**src/rtl/pipe_ctrl_pkg.sv**
```systemverilog
// Shared encodings for the pipeline control unit: opcodes, functs, ALU and
// output-select codes, next-PC selects, the internal control record and bundle layouts.
package pipe_ctrl_pkg;

  localparam logic [5:0] OP_RTYPE = 6'b000000;
  localparam logic [5:0] OP_J     = 6'b000010;
  localparam logic [5:0] OP_BEQ   = 6'b000100;
  localparam logic [5:0] OP_BNE   = 6'b000101;
  localparam logic [5:0] OP_ADDI  = 6'b001000;
  localparam logic [5:0] OP_ADDIU = 6'b001001;
  localparam logic [5:0] OP_SLTI  = 6'b001010;
  localparam logic [5:0] OP_SLTIU = 6'b001011;
  localparam logic [5:0] OP_ANDI  = 6'b001100;
  localparam logic [5:0] OP_ORI   = 6'b001101;
  localparam logic [5:0] OP_XORI  = 6'b001110;
  localparam logic [5:0] OP_LUI   = 6'b001111;
  localparam logic [5:0] OP_LW    = 6'b100011;
  localparam logic [5:0] OP_SW    = 6'b101011;

  localparam logic [5:0] FN_NOOP  = 6'b000000;
  localparam logic [5:0] FN_MFHI  = 6'b010000;
  localparam logic [5:0] FN_MFLO  = 6'b010010;
  localparam logic [5:0] FN_MULT  = 6'b011000;
  localparam logic [5:0] FN_MULTU = 6'b011001;
  localparam logic [5:0] FN_ADD   = 6'b100000;
  localparam logic [5:0] FN_ADDU  = 6'b100001;
  localparam logic [5:0] FN_SUB   = 6'b100010;
  localparam logic [5:0] FN_SUBU  = 6'b100011;
  localparam logic [5:0] FN_AND   = 6'b100100;
  localparam logic [5:0] FN_OR    = 6'b100101;
  localparam logic [5:0] FN_XOR   = 6'b100110;
  localparam logic [5:0] FN_XNOR  = 6'b100111;
  localparam logic [5:0] FN_SLT   = 6'b101010;
  localparam logic [5:0] FN_SLTU  = 6'b101011;

  localparam logic [3:0] ALU_NONE = 4'b0000;
  localparam logic [3:0] ALU_LUI  = 4'b0001;
  localparam logic [3:0] ALU_ADD  = 4'b0100;
  localparam logic [3:0] ALU_ADDU = 4'b0101;
  localparam logic [3:0] ALU_SUB  = 4'b0110;
  localparam logic [3:0] ALU_SUBU = 4'b0111;
  localparam logic [3:0] ALU_AND  = 4'b1000;
  localparam logic [3:0] ALU_OR   = 4'b1001;
  localparam logic [3:0] ALU_XOR  = 4'b1010;
  localparam logic [3:0] ALU_XNOR = 4'b1011;
  localparam logic [3:0] ALU_SLT  = 4'b1100;
  localparam logic [3:0] ALU_SLTU = 4'b1101;

  localparam logic [1:0] OUT_ALU = 2'b00;
  localparam logic [1:0] OUT_HI  = 2'b01;
  localparam logic [1:0] OUT_LO  = 2'b10;

  localparam logic [1:0] PC_SEQ    = 2'b00;
  localparam logic [1:0] PC_JUMP   = 2'b01;
  localparam logic [1:0] PC_BRANCH = 2'b10;

  localparam int EX_ALU_SRC_BIT    = 11;
  localparam int EX_ALU_FUNC_MSB   = 10;
  localparam int EX_ALU_FUNC_LSB   = 7;
  localparam int EX_SE_ZE_BIT      = 6;
  localparam int EX_REG_DST_BIT    = 5;
  localparam int EX_START_MULT_BIT = 4;
  localparam int EX_MULT_SIGN_BIT  = 3;
  localparam int EX_OUT_SEL_MSB    = 2;
  localparam int EX_OUT_SEL_LSB    = 1;
  localparam int EX_VALID_BIT      = 0;

  localparam int MEM_WRITE_BIT = 2;
  localparam int MEM_READ_BIT  = 1;
  localparam int MEM_VALID_BIT = 0;

  localparam int WB_REG_WRITE_BIT  = 2;
  localparam int WB_MEM_TO_REG_BIT = 1;
  localparam int WB_VALID_BIT      = 0;

  // Full control record carried down the pipe; each stage exposes its slice.
  typedef struct packed {
    logic       alu_src;
    logic [3:0] alu_func;
    logic       se_ze;
    logic       reg_dst;
    logic       start_mult;
    logic       mult_sign;
    logic [1:0] out_sel;
    logic       mem_write;
    logic       mem_read;
    logic       reg_write;
    logic       mem_to_reg;
    logic       valid;
  } ctrl_t;

  function automatic logic [11:0] to_ex_bundle(input ctrl_t c);
    logic [11:0] b;
    b = '0;
    b[EX_ALU_SRC_BIT]                   = c.alu_src;
    b[EX_ALU_FUNC_MSB:EX_ALU_FUNC_LSB]  = c.alu_func;
    b[EX_SE_ZE_BIT]                     = c.se_ze;
    b[EX_REG_DST_BIT]                   = c.reg_dst;
    b[EX_START_MULT_BIT]                = c.start_mult;
    b[EX_MULT_SIGN_BIT]                 = c.mult_sign;
    b[EX_OUT_SEL_MSB:EX_OUT_SEL_LSB]    = c.out_sel;
    b[EX_VALID_BIT]                     = c.valid;
    return b;
  endfunction

  function automatic logic [2:0] to_mem_bundle(input ctrl_t c);
    logic [2:0] b;
    b = '0;
    b[MEM_WRITE_BIT] = c.mem_write;
    b[MEM_READ_BIT]  = c.mem_read;
    b[MEM_VALID_BIT] = c.valid;
    return b;
  endfunction

  function automatic logic [2:0] to_wb_bundle(input ctrl_t c);
    logic [2:0] b;
    b = '0;
    b[WB_REG_WRITE_BIT]  = c.reg_write;
    b[WB_MEM_TO_REG_BIT] = c.mem_to_reg;
    b[WB_VALID_BIT]      = c.valid;
    return b;
  endfunction

endpackage

```
**src/rtl/pipe_ctrl_unit_decode.sv**
```systemverilog
// Combinational ID-stage decoder: opcode/funct to control record plus the
// branch, jump and multiplier-dependency flags used by the hazard logic.
module ctrl_decode
  import pipe_ctrl_pkg::*;
(
  input  logic [5:0] op_code,
  input  logic [5:0] funct,
  output ctrl_t      ctrl,
  output logic       is_jump,
  output logic       is_beq,
  output logic       is_bne,
  output logic       is_mult_dep
);

  logic r_alu;
  logic imm_sext;
  logic imm_zext;

  always_comb begin
    ctrl        = '0;
    ctrl.valid  = 1'b1;
    is_jump     = 1'b0;
    is_beq      = 1'b0;
    is_bne      = 1'b0;
    is_mult_dep = 1'b0;
    r_alu       = 1'b0;
    imm_sext    = 1'b0;
    imm_zext    = 1'b0;

    case (op_code)
      OP_RTYPE: begin
        case (funct)
          FN_ADD:  begin r_alu = 1'b1; ctrl.alu_func = ALU_ADD;  end
          FN_ADDU: begin r_alu = 1'b1; ctrl.alu_func = ALU_ADDU; end
          FN_SUB:  begin r_alu = 1'b1; ctrl.alu_func = ALU_SUB;  end
          FN_SUBU: begin r_alu = 1'b1; ctrl.alu_func = ALU_SUBU; end
          FN_AND:  begin r_alu = 1'b1; ctrl.alu_func = ALU_AND;  end
          FN_OR:   begin r_alu = 1'b1; ctrl.alu_func = ALU_OR;   end
          FN_XOR:  begin r_alu = 1'b1; ctrl.alu_func = ALU_XOR;  end
          FN_XNOR: begin r_alu = 1'b1; ctrl.alu_func = ALU_XNOR; end
          FN_SLT:  begin r_alu = 1'b1; ctrl.alu_func = ALU_SLT;  end
          FN_SLTU: begin r_alu = 1'b1; ctrl.alu_func = ALU_SLTU; end
          FN_MFHI: begin
            ctrl.reg_dst   = 1'b1;
            ctrl.reg_write = 1'b1;
            ctrl.out_sel   = OUT_HI;
            is_mult_dep    = 1'b1;
          end
          FN_MFLO: begin
            ctrl.reg_dst   = 1'b1;
            ctrl.reg_write = 1'b1;
            ctrl.out_sel   = OUT_LO;
            is_mult_dep    = 1'b1;
          end
          FN_MULT: begin
            ctrl.start_mult = 1'b1;
            ctrl.mult_sign  = 1'b1;
            is_mult_dep     = 1'b1;
          end
          FN_MULTU: begin
            ctrl.start_mult = 1'b1;
            is_mult_dep     = 1'b1;
          end
          default: ;
        endcase
      end
      OP_J:     is_jump = 1'b1;
      OP_BEQ:   is_beq  = 1'b1;
      OP_BNE:   is_bne  = 1'b1;
      OP_ADDI:  begin imm_sext = 1'b1; ctrl.alu_func = ALU_ADD;  end
      OP_ADDIU: begin imm_sext = 1'b1; ctrl.alu_func = ALU_ADDU; end
      OP_SLTI:  begin imm_sext = 1'b1; ctrl.alu_func = ALU_SLT;  end
      OP_SLTIU: begin imm_sext = 1'b1; ctrl.alu_func = ALU_SLTU; end
      OP_ANDI:  begin imm_zext = 1'b1; ctrl.alu_func = ALU_AND;  end
      OP_ORI:   begin imm_zext = 1'b1; ctrl.alu_func = ALU_OR;   end
      OP_XORI:  begin imm_zext = 1'b1; ctrl.alu_func = ALU_XOR;  end
      OP_LUI:   begin imm_zext = 1'b1; ctrl.alu_func = ALU_LUI;  end
      OP_LW: begin
        ctrl.alu_src    = 1'b1;
        ctrl.se_ze      = 1'b1;
        ctrl.alu_func   = ALU_ADD;
        ctrl.mem_read   = 1'b1;
        ctrl.reg_write  = 1'b1;
        ctrl.mem_to_reg = 1'b1;
      end
      OP_SW: begin
        ctrl.alu_src   = 1'b1;
        ctrl.se_ze     = 1'b1;
        ctrl.alu_func  = ALU_ADD;
        ctrl.mem_write = 1'b1;
      end
      default: ;
    endcase

    if (r_alu) begin
      ctrl.reg_dst   = 1'b1;
      ctrl.reg_write = 1'b1;
    end
    // Immediate forms write rt; only the extension mode differs.
    if (imm_sext || imm_zext) begin
      ctrl.alu_src   = 1'b1;
      ctrl.se_ze     = imm_sext;
      ctrl.reg_write = 1'b1;
    end
  end

endmodule

```
**src/rtl/pipe_ctrl_unit.sv**
```systemverilog
// Pipeline control: ID decode, EX/MEM/WB control registers, multiplier
// busy counter and the HI/LO interlock that stalls ID.
module pipe_ctrl_unit
  import pipe_ctrl_pkg::*;
#(
  parameter int MULT_LATENCY  = 4,
  parameter int NUM_WB_STAGES = 2
) (
  input  logic        clk,
  input  logic        rst_n,
  input  logic        id_valid,
  input  logic [5:0]  op_code,
  input  logic [5:0]  control_unit_funct,
  input  logic        eq_ne,
  output logic        id_stall,
  output logic [1:0]  pc_source,
  output logic        if_flush,
  output logic [11:0] ex_bundle,
  output logic [2:0]  mem_bundle,
  output logic [2:0]  wb_bundle,
  output logic        mult_busy
);

  ctrl_t      dec_ctrl;
  ctrl_t      ex_next;
  ctrl_t      ex_q;
  ctrl_t      stage_q [NUM_WB_STAGES];
  logic [3:0] busy_cnt_q;
  logic       is_jump;
  logic       is_beq;
  logic       is_bne;
  logic       is_mult_dep;
  logic       issue_ok;
  logic       br_taken;

  ctrl_decode u_decode (
    .op_code     (op_code),
    .funct       (control_unit_funct),
    .ctrl        (dec_ctrl),
    .is_jump     (is_jump),
    .is_beq      (is_beq),
    .is_bne      (is_bne),
    .is_mult_dep (is_mult_dep)
  );

  assign mult_busy = (busy_cnt_q != 4'd0);
  // rst_n gating keeps the combinational outputs quiet during reset.
  assign id_stall  = rst_n & id_valid & is_mult_dep & mult_busy;
  assign if_flush  = (pc_source != PC_SEQ);

  always_comb begin
    pc_source = PC_SEQ;
    ex_next   = '0;
    issue_ok  = rst_n & id_valid & ~id_stall;
    br_taken  = (is_beq & eq_ne) | (is_bne & ~eq_ne);
    if (issue_ok) begin
      ex_next = dec_ctrl;
      if (is_jump) begin
        pc_source = PC_JUMP;
      end else if (br_taken) begin
        pc_source = PC_BRANCH;
      end
    end
  end

  always_ff @(posedge clk or negedge rst_n) begin
    if (!rst_n) begin
      ex_q       <= '0;
      busy_cnt_q <= '0;
      for (int i = 0; i < NUM_WB_STAGES; i++) begin
        stage_q[i] <= '0;
      end
    end else begin
      ex_q       <= ex_next;
      stage_q[0] <= ex_q;
      for (int i = 1; i < NUM_WB_STAGES; i++) begin
        stage_q[i] <= stage_q[i-1];
      end
      // A new multiply can only issue when idle, since it interlocks on busy.
      if (ex_next.start_mult) begin
        busy_cnt_q <= 4'(MULT_LATENCY);
      end else if (mult_busy) begin
        busy_cnt_q <= busy_cnt_q - 4'd1;
      end
    end
  end

  assign ex_bundle  = to_ex_bundle(ex_q);
  assign mem_bundle = to_mem_bundle(stage_q[0]);
  assign wb_bundle  = to_wb_bundle(stage_q[NUM_WB_STAGES-1]);

endmodule

```
**config.mk**
```make
export PLATFORM = sky130hd
export DESIGN_NAME = pipe_ctrl_unit
export DESIGN_NICKNAME = d
export VERILOG_FILES = /design/src/rtl/pipe_ctrl_pkg.sv /design/src/rtl/pipe_ctrl_unit_decode.sv /design/src/rtl/pipe_ctrl_unit.sv
export SDC_FILE = /design/constraint.sdc
export NUM_CORES = 1
export LEC_CHECK = 0
export CORE_MARGIN = 2
export CORE_UTILIZATION = 50
export CTS_CLUSTER_DIAMETER = 60
export DETAILED_ROUTE_END_ITERATION = 16
export GPL_TIMING_DRIVEN = 0
export PLACE_DENSITY = 0.84
export SKIP_CTS_REPAIR_TIMING = 1
export SLEW_MARGIN = 30
export SYNTH_ARGS = -nofsm -noshare
export SYNTH_HDL_FRONTEND = slang
export SYNTH_SLANG_ARGS = --single-unit
```
**constraint.sdc**
```tcl
create_clock -name clk -period 5.1 [get_ports clk]
set_input_delay 0.765 -clock clk [delete_from_list [all_inputs] [get_ports clk]]
set_output_delay 0.765 -clock clk [all_outputs]
set_load 0.005 [all_outputs]
```
==> run summary <==
final setup margin: 1.21 ns
Fin. Hold Viols: 0
Synth Register Bits: 26
peak supply drop: 0.182 mV
H-tree depth: 1
vias per inst: 5.01
via count: 1008
routed wire length: 2.43 mm
Internal: 360 uW
Routed WL per cell: 12.1 um
Syn Area/Cell: 10.0 um^2
Final nets: 190
setup TNS: 0 ns
dominant cells by area after synthesis: dfrtp_1 49%, buf_4 10%, nor2_1 4.8%
Leakage Power: 0.000789 uW
Final Util: 70.5%
final period utilization: 76.4%
post-synth top area cell: dfrtp_1
area of the multi-input gates: 502 um^2
Largest stage delay, worst path: 0.62 ns
All-Layer GR Usage: 15.8%
slew margin rel.: 54.8%
FF-to-FF End: ex_bundle[2]
Layout fillers: 195
RD Place Congestion: 0.910
clock power share: 28.2%
chip width: 55.5 um
switch share: 25.6%
dpl cells: 197
Net Sw Power: 124 uW
Mapped Cells: 132
DP Wirelength: 1.87 mm
CTS buffer count: 3
Power Total: 484 uW
most used cell, CP: clkdlybuf4s50_1
Post-DRT Antenna Nets: 0
Setup-failing EPs final: 0
outcome: finished, final reports clean
worst slew pin tran: 0.672 ns
First DRT Iteration DRCs: 12
# DRC: 0
RSZ-0062 raised after global routing: false
largest net degree at the start of global routing: 29
CTS tree: yes
post-synthesis cell type count: 37
Clock Skews: 0.00933 ns
post-place setup slack: 1.23 ns
most frequent cells after synthesis: 26 x dfrtp_1, 18 x buf_4, 17 x nor2_1, 9 x a21oi_1
Initial Util: 53.1%
hold path cells: 0
clk_lat worst skew: 0.31 ns
core area: 2500 um^2
Die Footprint: 3080 um^2
vias in the first global route: 968
initial antenna violation count: 0
Required @ worst endpoint: 4.34 ns
CP Launch Type: input port
EDFF count, synth: 0
Ports: 39
crit path max fanout: 10
Area Overhead vs Synth: 32.8%
Rows: 18
Comb pwr share: 22.5%
Reg clk slew, reported paths: 0.14 ns
CP Cell Sequence: clkdlybuf4s50_1 -> nor3_1 -> nand3_1 -> o21bai_2 -> nor2_1 -> clkdlybuf4s50_1
post-synthesis sequential area ratio: 49.1%
CTS Buffer Depth: 2
die height: 55.5 um
GRT overflow: 0
mapped cell area: 1330 um^2
Critical-path top delay cell: nor3_1
Root Buffer: clkbuf_4
CP Capture Type: primary output
post-synth top area share: 49.1%
R2R depth: 6
Reg area: 651 um^2
count of input and output buffers: 35
worst hold path class: reg2reg
most frequent cell after synthesis: dfrtp_1
Crit Path Category: in2out
Max Freq: 0.257 GHz
Worst EP arrival: 3.13 ns
Flop pwr share: 49.3%
MaxCap Viol Count: 0
R2R Path Start: busy_cnt_q[0]
syn_nets: 150
crit path time final: 3.89 ns
first-pass GRT wire length: 3.97 mm
# diodes: 0
DRT Pass-1 Iters: 4
layout cells sized above 1: 19.3%
Pwr per Cell Area: 275 nW/um^2
Syn. warnings: 0
Post-Layout Cell Count: 201
hold endpoint: stage_q[18]
post-synthesis async set-or-reset flop share: 100%
Hold Startpoint: ex_q[2]
flop-to-flop setup slack: 3.23 ns
top_reg_cell synth: dfrtp_1
clock sink total: 26
Pins Over Slew Limit: 0
registers in the layout, summed over array words and instances, names as in the netlist:
| register | count |
|---|---|
| busy_cnt_q | 4 |
| ex_bundle | 12 |
| ex_q | 3 |
| mem_bundle | 3 |
| stage_q | 1 |
| wb_bundle | 3 |
cell families after synthesis:
group                    after synthesis  synth area share (%)
adder cells (fa/ha/maj)                2                  1.89
AND/OR/NAND/NOR                       54                  23.1
XOR/XNOR                               2                  1.32
multiplexers                           1                 0.755
flip-flops                            26                  49.1
AO/OA/AOI/OAI                         21                  10.8
buffers and inverters                 26                  13.1
cell usage in the layout (no fill, tap or decap), types with 3 or more instances in the layout:
cell | Yosys | final
clkbuf_4 | 0 | 3
clkdlybuf4s50_1 | 0 | 34
nand2_1 | 4 | 4
nor2_1 | 17 | 17
nand2b_1 | 4 | 4
nor3_1 | 3 | 3
buf_4 | 18 | 18
nor2b_1 | 3 | 3
a21oi_1 | 9 | 9
nand3_1 | 4 | 4
dfrtp_1 | 26 | 26
inv_1 | 4 | 4
nor3b_1 | 3 | 3
critical path, delay by kind of cell:
| kind | cells | cell delay (ns) |
|---|---|---|
| buffers and inverters | 2 | 1.00 |
| AND/OR/NAND/NOR | 3 | 0.96 |
| AO/OA/AOI/OAI | 1 | 0.41 |
stage by stage:
step / hold WS [ns] / area (um^2)
finish: 0.367 / 1760
global route: 0.375 / 1760
global placement: 0.334 / 1710
detailed placement: 0.336 / 1710
CTS: 0.368 / 1760
floorplan: 0.331 / 1330
metal layers:
metal	global-route usage (%)	up-vias	routed length, um
met3	1.64	4	127
met2	27.2	35	1140
met1	19.6	451	1110
met4	8.01	0	46
met5	0	-	0
li1	-	518	-
area by class of cell:
type	instances	share of cell area (%)
Clock buffer	3	1.28
Inverter	4	0.852
Tap cell	30	2.13
Multi-Input combinational cell	80	28.5
Timing Repair Buffer	35	19.6
Sequential cell	26	36.9
Clock inverter	1	1.70
Buffer	22	9.02
power by group through the flow:
| stage | Sequential (uW) | Combinational (uW) | Clock [uW] |
|---|---|---|---|
| 5_1_grt | 242 | 125 | 149 |
| 3_5_place_dp | 243 | 111 | 0 |
| 3_3_place_gp | 241 | 103 | 0 |
| 4_1_cts | 239 | 112 | 138 |
| 6_report | 239 | 109 | 136 |
| 2_1_floorplan | 240 | 71.8 | 0 |
worst max-delay path by stage:
stage,startpoint,endpoint,slack [ns],cells after the start
final,op_code[0],pc_source[0],1.21,6
after global routing,op_code[5],pc_source[0],1.01,6
after CTS,op_code[0],pc_source[0],1.22,6
after detailed placement,op_code[0],pc_source[0],1.23,6
after global placement,rst_n,if_flush,1.07,5
after floorplan,op_code[2],pc_source[0],2.48,5
No activity file was read; power rests on OpenSTA's default activity.
